<file path="src/rtl/keypad_scanner.sv">
// ----------------------------------------------------------------------------
// keypad_scanner
//
// Purpose
//   Scans a 4x4 matrix keypad: one column strobe is driven low at a time,
//   the row lines are read back through a two-flop synchronizer, a full
//   four-column frame is reduced to a single key candidate, and the
//   candidate is debounced over consecutive frames. Every accepted press
//   produces a one-cycle key_valid pulse together with its 4-bit key_code.
//
// Parameters
//   SETTLE_CYCLES   cycles each column is driven before its rows are sampled (4..65535)
//   DEBOUNCE_SCANS  identical consecutive frames needed to accept a change   (1..255)
//   REPEAT_SCANS    frames between auto-repeat pulses (auto-repeat build only)
//
// Ports
//   clk        in   1  system clock
//   rst        in   1  asynchronous, active-high reset
//   row_n      in   4  keypad rows, active low, externally pulled up
//   col_n      out  4  column strobes, active low, exactly one low at a time
//   key_valid  out  1  one-cycle pulse when a debounced key is accepted
//   key_code   out  4  code of the last accepted key, held until the next one
//   key_held   out  1  high while the accepted key remains debounced-pressed
//
// Build option
//   KEYPAD_REPEAT_EN  when defined, key_valid re-pulses every REPEAT_SCANS
//                     frames while the key stays held. When undefined there
//                     is exactly one pulse per press and no repeat counter.
//
// Key map (row r, column c):
//   r0: 1 2 3 A
//   r1: 4 5 6 B
//   r2: 7 8 9 C
//   r3: 0 F E D
// ----------------------------------------------------------------------------
module keypad_scanner #(
    parameter int unsigned SETTLE_CYCLES  = 1000,
    parameter int unsigned DEBOUNCE_SCANS = 20,
    parameter int unsigned REPEAT_SCANS   = 50
) (
    input  logic       clk,
    input  logic       rst,
    input  logic [3:0] row_n,
    output logic [3:0] col_n,
    output logic       key_valid,
    output logic [3:0] key_code,
    output logic       key_held
);

    // Reject illegal configurations at elaboration time.
    if (SETTLE_CYCLES < 4 || SETTLE_CYCLES > 65535) begin : g_badSettle
        $error("keypad_scanner: SETTLE_CYCLES must be within 4..65535");
    end
    if (DEBOUNCE_SCANS < 1 || DEBOUNCE_SCANS > 255) begin : g_badDebounce
        $error("keypad_scanner: DEBOUNCE_SCANS must be within 1..255");
    end
    if (REPEAT_SCANS < 1 || REPEAT_SCANS > 65535) begin : g_badRepeat
        $error("keypad_scanner: REPEAT_SCANS must be within 1..65535");
    end

    localparam logic [15:0] SETTLE_LAST = 16'(SETTLE_CYCLES - 1);
    localparam logic [7:0]  DEB_TARGET  = 8'(DEBOUNCE_SCANS);

    // Candidate encoding: bit 4 set means "no single key" (NONE).
    localparam logic [4:0]  CAND_NONE   = 5'b1_0000;

    typedef enum logic [1:0] {
        SCAN_COL0 = 2'd0,
        SCAN_COL1 = 2'd1,
        SCAN_COL2 = 2'd2,
        SCAN_COL3 = 2'd3
    } scanState_t;

    // ------------------------------------------------------------------
    // Row synchronizer
    // ------------------------------------------------------------------
    logic [3:0] rowSync1_q;
    logic [3:0] rowSync2_q;

    always_ff @(posedge clk or posedge rst) begin
        if (rst) begin
            rowSync1_q <= 4'hF;
            rowSync2_q <= 4'hF;
        end else begin
            rowSync1_q <= row_n;
            rowSync2_q <= rowSync1_q;
        end
    end

    // ------------------------------------------------------------------
    // Column scan FSM
    // The snapshot holds one nibble per column; bit 4c+r is set when row r
    // read low while column c was strobed. frameDone_q flags the cycle right
    // after column 3 has been captured, when the snapshot is complete.
    // ------------------------------------------------------------------
    scanState_t  scanState_q;
    logic [15:0] settleCnt_q;
    logic [3:0]  colN_q;
    logic [15:0] snapshot_q;
    logic        frameDone_q;

    always_ff @(posedge clk or posedge rst) begin
        if (rst) begin
            scanState_q <= SCAN_COL0;
            settleCnt_q <= 16'd0;
            colN_q      <= 4'b1110;
            snapshot_q  <= 16'd0;
            frameDone_q <= 1'b0;
        end else begin
            frameDone_q <= 1'b0;
            if (settleCnt_q == SETTLE_LAST) begin
                settleCnt_q <= 16'd0;
                case (scanState_q)
                    SCAN_COL0: begin
                        snapshot_q[3:0]   <= ~rowSync2_q;
                        scanState_q       <= SCAN_COL1;
                        colN_q            <= 4'b1101;
                    end
                    SCAN_COL1: begin
                        snapshot_q[7:4]   <= ~rowSync2_q;
                        scanState_q       <= SCAN_COL2;
                        colN_q            <= 4'b1011;
                    end
                    SCAN_COL2: begin
                        snapshot_q[11:8]  <= ~rowSync2_q;
                        scanState_q       <= SCAN_COL3;
                        colN_q            <= 4'b0111;
                    end
                    SCAN_COL3: begin
                        snapshot_q[15:12] <= ~rowSync2_q;
                        scanState_q       <= SCAN_COL0;
                        colN_q            <= 4'b1110;
                        frameDone_q       <= 1'b1;
                    end
                    default: begin
                        scanState_q       <= SCAN_COL0;
                        colN_q            <= 4'b1110;
                    end
                endcase
            end else begin
                settleCnt_q <= settleCnt_q + 16'd1;
            end
        end
    end

    // ------------------------------------------------------------------
    // Frame evaluation
    // ------------------------------------------------------------------
    function automatic logic [3:0] codeOf(input logic [3:0] bitIdx);
        // bitIdx = 4*column + row
        logic [3:0] code;
        case (bitIdx)
            4'd0:    code = 4'h1;
            4'd1:    code = 4'h4;
            4'd2:    code = 4'h7;
            4'd3:    code = 4'h0;
            4'd4:    code = 4'h2;
            4'd5:    code = 4'h5;
            4'd6:    code = 4'h8;
            4'd7:    code = 4'hF;
            4'd8:    code = 4'h3;
            4'd9:    code = 4'h6;
            4'd10:   code = 4'h9;
            4'd11:   code = 4'hE;
            4'd12:   code = 4'hA;
            4'd13:   code = 4'hB;
            4'd14:   code = 4'hC;
            default: code = 4'hD;
        endcase
        return code;
    endfunction

    logic [4:0] cand;
    logic       anyBit;
    logic       multiBit;

    // Zero bits or more than one bit (chord or ghost) both map to NONE.
    always_comb begin
        anyBit   = 1'b0;
        multiBit = 1'b0;
        cand     = CAND_NONE;
        for (int i = 0; i < 16; i++) begin
            if (snapshot_q[i]) begin
                if (anyBit) begin
                    multiBit = 1'b1;
                end
                anyBit = 1'b1;
                cand   = {1'b0, codeOf(4'(i))};
            end
        end
        if (multiBit || !anyBit) begin
            cand = CAND_NONE;
        end
    end

    // ------------------------------------------------------------------
    // Debounce and accept
    // ------------------------------------------------------------------
    logic [4:0] prevCand_q,  prevCand_d;
    logic [7:0] stableCnt_q, stableCnt_d;
    logic [3:0] keyCode_q,   keyCode_d;
    logic       keyHeld_q,   keyHeld_d;
    logic       keyValid_q,  keyValid_d;
    logic       pressPulse;
    logic       repeatFire;
    logic       sameCand;

    // An accept fires only on the frame where the count reaches the target;
    // the guard on the old count stops a saturated count of 255 from
    // re-accepting every frame when the target is 255.
    always_comb begin
        prevCand_d  = prevCand_q;
        stableCnt_d = stableCnt_q;
        keyCode_d   = keyCode_q;
        keyHeld_d   = keyHeld_q;
        pressPulse  = 1'b0;
        sameCand    = (cand == prevCand_q);
        if (frameDone_q) begin
            prevCand_d = cand;
            if (sameCand) begin
                stableCnt_d = (stableCnt_q == 8'hFF) ? 8'hFF : stableCnt_q + 8'd1;
            end else begin
                stableCnt_d = 8'd1;
            end
            if (stableCnt_d == DEB_TARGET && !(sameCand && stableCnt_q == DEB_TARGET)) begin
                if (cand[4]) begin
                    keyHeld_d = 1'b0;
                end else begin
                    // Re-accepting the key already held is silent.
                    if (cand[3:0] != keyCode_q || !keyHeld_q) begin
                        pressPulse = 1'b1;
                    end
                    keyCode_d = cand[3:0];
                    keyHeld_d = 1'b1;
                end
            end
        end
    end

`ifdef KEYPAD_REPEAT_EN
    // ------------------------------------------------------------------
    // Auto-repeat: counts frames since the last press pulse while held.
    // ------------------------------------------------------------------
    localparam logic [15:0] RPT_LAST = 16'(REPEAT_SCANS - 1);

    logic [15:0] repeatCnt_q, repeatCnt_d;

    always_comb begin
        repeatCnt_d = repeatCnt_q;
        repeatFire  = 1'b0;
        if (pressPulse || !keyHeld_d) begin
            repeatCnt_d = 16'd0;
        end else if (frameDone_q) begin
            if (repeatCnt_q == RPT_LAST) begin
                repeatFire  = 1'b1;
                repeatCnt_d = 16'd0;
            end else begin
                repeatCnt_d = repeatCnt_q + 16'd1;
            end
        end
    end

    always_ff @(posedge clk or posedge rst) begin
        if (rst) begin
            repeatCnt_q <= 16'd0;
        end else begin
            repeatCnt_q <= repeatCnt_d;
        end
    end
`else
    assign repeatFire = 1'b0;
`endif

    assign keyValid_d = pressPulse | repeatFire;

    always_ff @(posedge clk or posedge rst) begin
        if (rst) begin
            prevCand_q  <= CAND_NONE;
            stableCnt_q <= 8'd0;
            keyCode_q   <= 4'd0;
            keyHeld_q   <= 1'b0;
            keyValid_q  <= 1'b0;
        end else begin
            prevCand_q  <= prevCand_d;
            stableCnt_q <= stableCnt_d;
            keyCode_q   <= keyCode_d;
            keyHeld_q   <= keyHeld_d;
            keyValid_q  <= keyValid_d;
        end
    end

    assign col_n     = colN_q;
    assign key_valid = keyValid_q;
    assign key_code  = keyCode_q;
    assign key_held  = keyHeld_q;

endmodule

</file>
<file path="config.mk">
export PLATFORM = sky130hd
export DESIGN_NAME = keypad_scanner
export DESIGN_NICKNAME = d
export VERILOG_FILES = /design/src/rtl/keypad_scanner.sv
export SDC_FILE = /design/constraint.sdc
export NUM_CORES = 1
export LEC_CHECK = 0
export BUFFER_PORTS_ARGS = -buffer_cell sky130_fd_sc_hd__buf_2
export CAP_MARGIN = 10
export CELL_PAD_IN_SITES_DETAIL_PLACEMENT = 0
export CELL_PAD_IN_SITES_GLOBAL_PLACEMENT = 1
export CORE_MARGIN = 2
export CORE_UTILIZATION = 25
export CTS_CLUSTER_SIZE = 30
export DETAILED_ROUTE_END_ITERATION = 8
export PLACE_DENSITY_LB_ADDON = 0.3
export SETUP_SLACK_MARGIN = 0.3
export SYNTH_ARGS = -nofsm -noshare
export SYNTH_HDL_FRONTEND = slang
export SYNTH_SLANG_ARGS = --single-unit
</file>
<file path="constraint.sdc">
create_clock -name clk -period 6.29 [get_ports clk]
set_clock_uncertainty 0.2 [all_clocks]
set_input_delay 0.3145 -clock clk [delete_from_list [all_inputs] [get_ports clk]]
set_output_delay 0.3145 -clock clk [all_outputs]
set_load 0.01 [all_outputs]
</file>
==> results_dict.tcl <==
set metrics [dict create \
    p_per_area_nw_per_um2 221 \
    std_cell_rows 44 \
    yosys.area.top_type_share_pct 37.1 \
    die_w_um 125 \
    areaGrowthSynthToFinish_pct 15.9 \
    power.total_uw 933 \
    grt_pass1_vias 2800 \
    hold_viol_final 0 \
    critical_path.startpoint "snapshot_q[9]" \
    cts.reportedPaths.clkPinSlew_ns 0.06 \
    port_buffers 15 \
    synthTopCellsByArea "dfrtp_1 (37%), dfstp_2 (8.7%), nand2_1 (4.2%), ha_1 (3.8%), nor2_1 (3.6%)" \
    syn_inst 371 \
    p_leak_uw 0.00182 \
    synthesis.nets 388 \
    crit_chain "nor4_4 > nand3_1 > o32a_1 > nor4b_2 > mux2i_2 > o32ai_2" \
    async_reset_ff_share_pct 100 \
    synth-compound-area-share_pct 18.0 \
    numCtsBuffers 9 \
    setup_violations 0 \
    clk_latency_ns 0.33 \
    grt_remaining_overflow 0 \
    crit_slowest_cell "mux2i_2" \
    yosysMostFrequentCell "dfrtp_1" \
    setup_tns_ns 0 \
    syn_avg_cell_area_sq_um 9.81 \
    critPathRequiredTime_ns 6.26 \
    nNetsFinal 406 \
    slew_headroom_pct 41.0 \
    ant_nets 0 \
    grt_max_degree 67 \
    core_area_sq_um 14400 \
    drcViolationCount 0 \
    ys.flop_type "dfrtp_1" \
    outcome "finished clean" \
    pin_count 16 \
    worst-setup-path-type "flip-flop to flip-flop" \
    maxCapViolations 0 \
    vdd_drop_max_uv 155 \
    yosys-top-cells-count "dfrtp_1 (54), nand2_1 (41), nor2_1 (35)" \
    endpoint_kind "flip-flop" \
    drtIter0Drc 211 \
    gp_congestion 0.799 \
    routed_wl_um 8160 \
    synth_warnings 0 \
    cp_max_fo 9 \
    h-tree-depth 3 \
    worstReg2RegStart "snapshot_q[9]" \
    synth_cell_type_count 69 \
    rsz0062_at_grt "no" \
    place_hpwl_um 5710 \
    grt_util_all_layers_pct 11.1 \
    hold_class "input port to asynchronous set/reset pin" \
    wl_per_cell_um 14.1 \
    die-area_sq_um 15500 \
    synth_mux_area_share_pct 2.68 \
    tightestPinTransition_ns 0.885 \
    max_freq_mhz 320 \
    clk_path_buf_depth 2 \
    min_period_over_period_pct 49.7 \
    synth_xor_area_share_pct 4.33 \
    cp-start-kind "flip-flop" \
    grt_pass1_wl_um 14100 \
    die-height_um 125 \
    synth_adder_area_share_pct 4.05 \
    synth-seq-cells 66 \
    antenna_found_initial 0 \
    first_pass_iters 4 \
    synth_simple_gate_area_share_pct 21.0 \
    post_cts_buffers 0 \
    synth_top_area_cell "dfrtp_1" \
    drive_gt1_share_pct 16.5 \
    crit_arrival_ns 3.10 \
    max_stage_delay_ns 0.70 \
    start_util_pct 25.3 \
    cts_tree "done" \
    finalMaxSlewViolations 0 \
    period_needed_ns 3.12 \
    synth_top_family_by_area "simple AND/OR/NAND/NOR gates" \
    cts-root-buf "clkbuf_16" \
    cts.sinks 66 \
    antenna_cells 0 \
    cts_resized 0 \
    ys_seq_area_share_pct 45.8 \
    routed_via_density 4.77 \
    synth_edf_count 0 \
    vias 2756 \
    synth_area_sq_um 3640 \
]
-- registers in the layout, summed over array words and instances, names as in the netlist --
name and flops:
settleCnt_q 16, snapshot_q 16, stableCnt_q 8, prevCand_q 5, col_n 4, key_code 4
rowSync1_q 4, rowSync2_q 4, scanState_q 2, frameDone_q 1, key_held 1, key_valid 1
-- report_power, final --
group | internal [uW] | leakage (uW) | switching [uW]
logic | 3.15 | 0.000816 | 9.33
clock network | 305 | 0.000136 | 183
registers | 430 | 0.000866 | 2.42
total | 738 | 0.00182 | 195
-- critical path, delay by kind of cell (launching register included) --
kind / cells / cell delay (ns)
mux: 1 / 0.70
flops: 1 / 0.50
compound gates: 2 / 0.51
simple gates: 3 / 1.05
-- per-layer routing --
| layer | share of wire [%] | up-vias | GRT usage (%) |
|---|---|---|---|
| met4 | 1.9 | 0 | 3.90 |
| li1 | - | 1373 | - |
| met3 | 2.5 | 15 | 2.96 |
| met5 | 0 | - | 0 |
| met2 | 47 | 42 | 18.2 |
| met1 | 49 | 1326 | 14.0 |
-- cell families after synthesis --
family	count (synthesis)
adder cells (fa/ha/maj)	12
XOR/XNOR	18
AND/OR/NAND/NOR	145
AO/OA/AOI/OAI	86
multiplexers	9
buffers and inverters	35
flip-flops	66
-- through the flow --
step                      hold WS, ns  utilization, %  area [sq um]  setup WS [ns]  cells
after floorplan                 0.119               -          3640           3.58    371
after global placement          0.150            27.1          3890           3.24    558
after detailed placement        0.147            27.1          3890           3.18    558
after CTS                      0.0771            29.4          4220           3.17    578
after global routing            0.132            29.4          4220           2.90    578
final                          0.0540            29.4          4220           3.17    578
-- layout make-up --
class | count | area, sq um
repair buffers | 21 | 130
inverters | 21 | 78.8
well taps | 184 | 230
fillers | 1504 | 10100
clock inverters | 5 | 55.1
flip-flops and latches | 66 | 1670
clock buffers | 11 | 233
multi-input cells | 270 | 1830
-- cells in the final DEF, fill, tap and decap left out, drive strengths merged, types with 6 or more instances in the layout --
cell type,n
inv,21
o21ai,32
ha,11
xnor2,9
dfrtp,54
nor4,7
dfstp,12
nand2,41
xor2,9
buf,17
nor2,36
nand3,14
clkbuf,11
a21oi,9
mux2i,6
nor3,9
-- final timing paths --
kind,end,slack (ns),cells past startpoint
min reg2reg,rowSync2_q[3],0.15,0
min,settleCnt_q[14],0.05,3
max in group asynchronous,prevCand_q[0],5.26,3
max,stableCnt_q[1],3.17,6
min in group clk,rowSync2_q[3],0.15,0
max reg2reg,stableCnt_q[1],3.17,6
-- repair_timing --
item | in CTS | in global routing
hold endpoints to repair | 4 | 0
hold buffers | 4 | 0
setup endpoints to repair | 0 | 0
No activity file was read; power rests on OpenSTA's default activity.
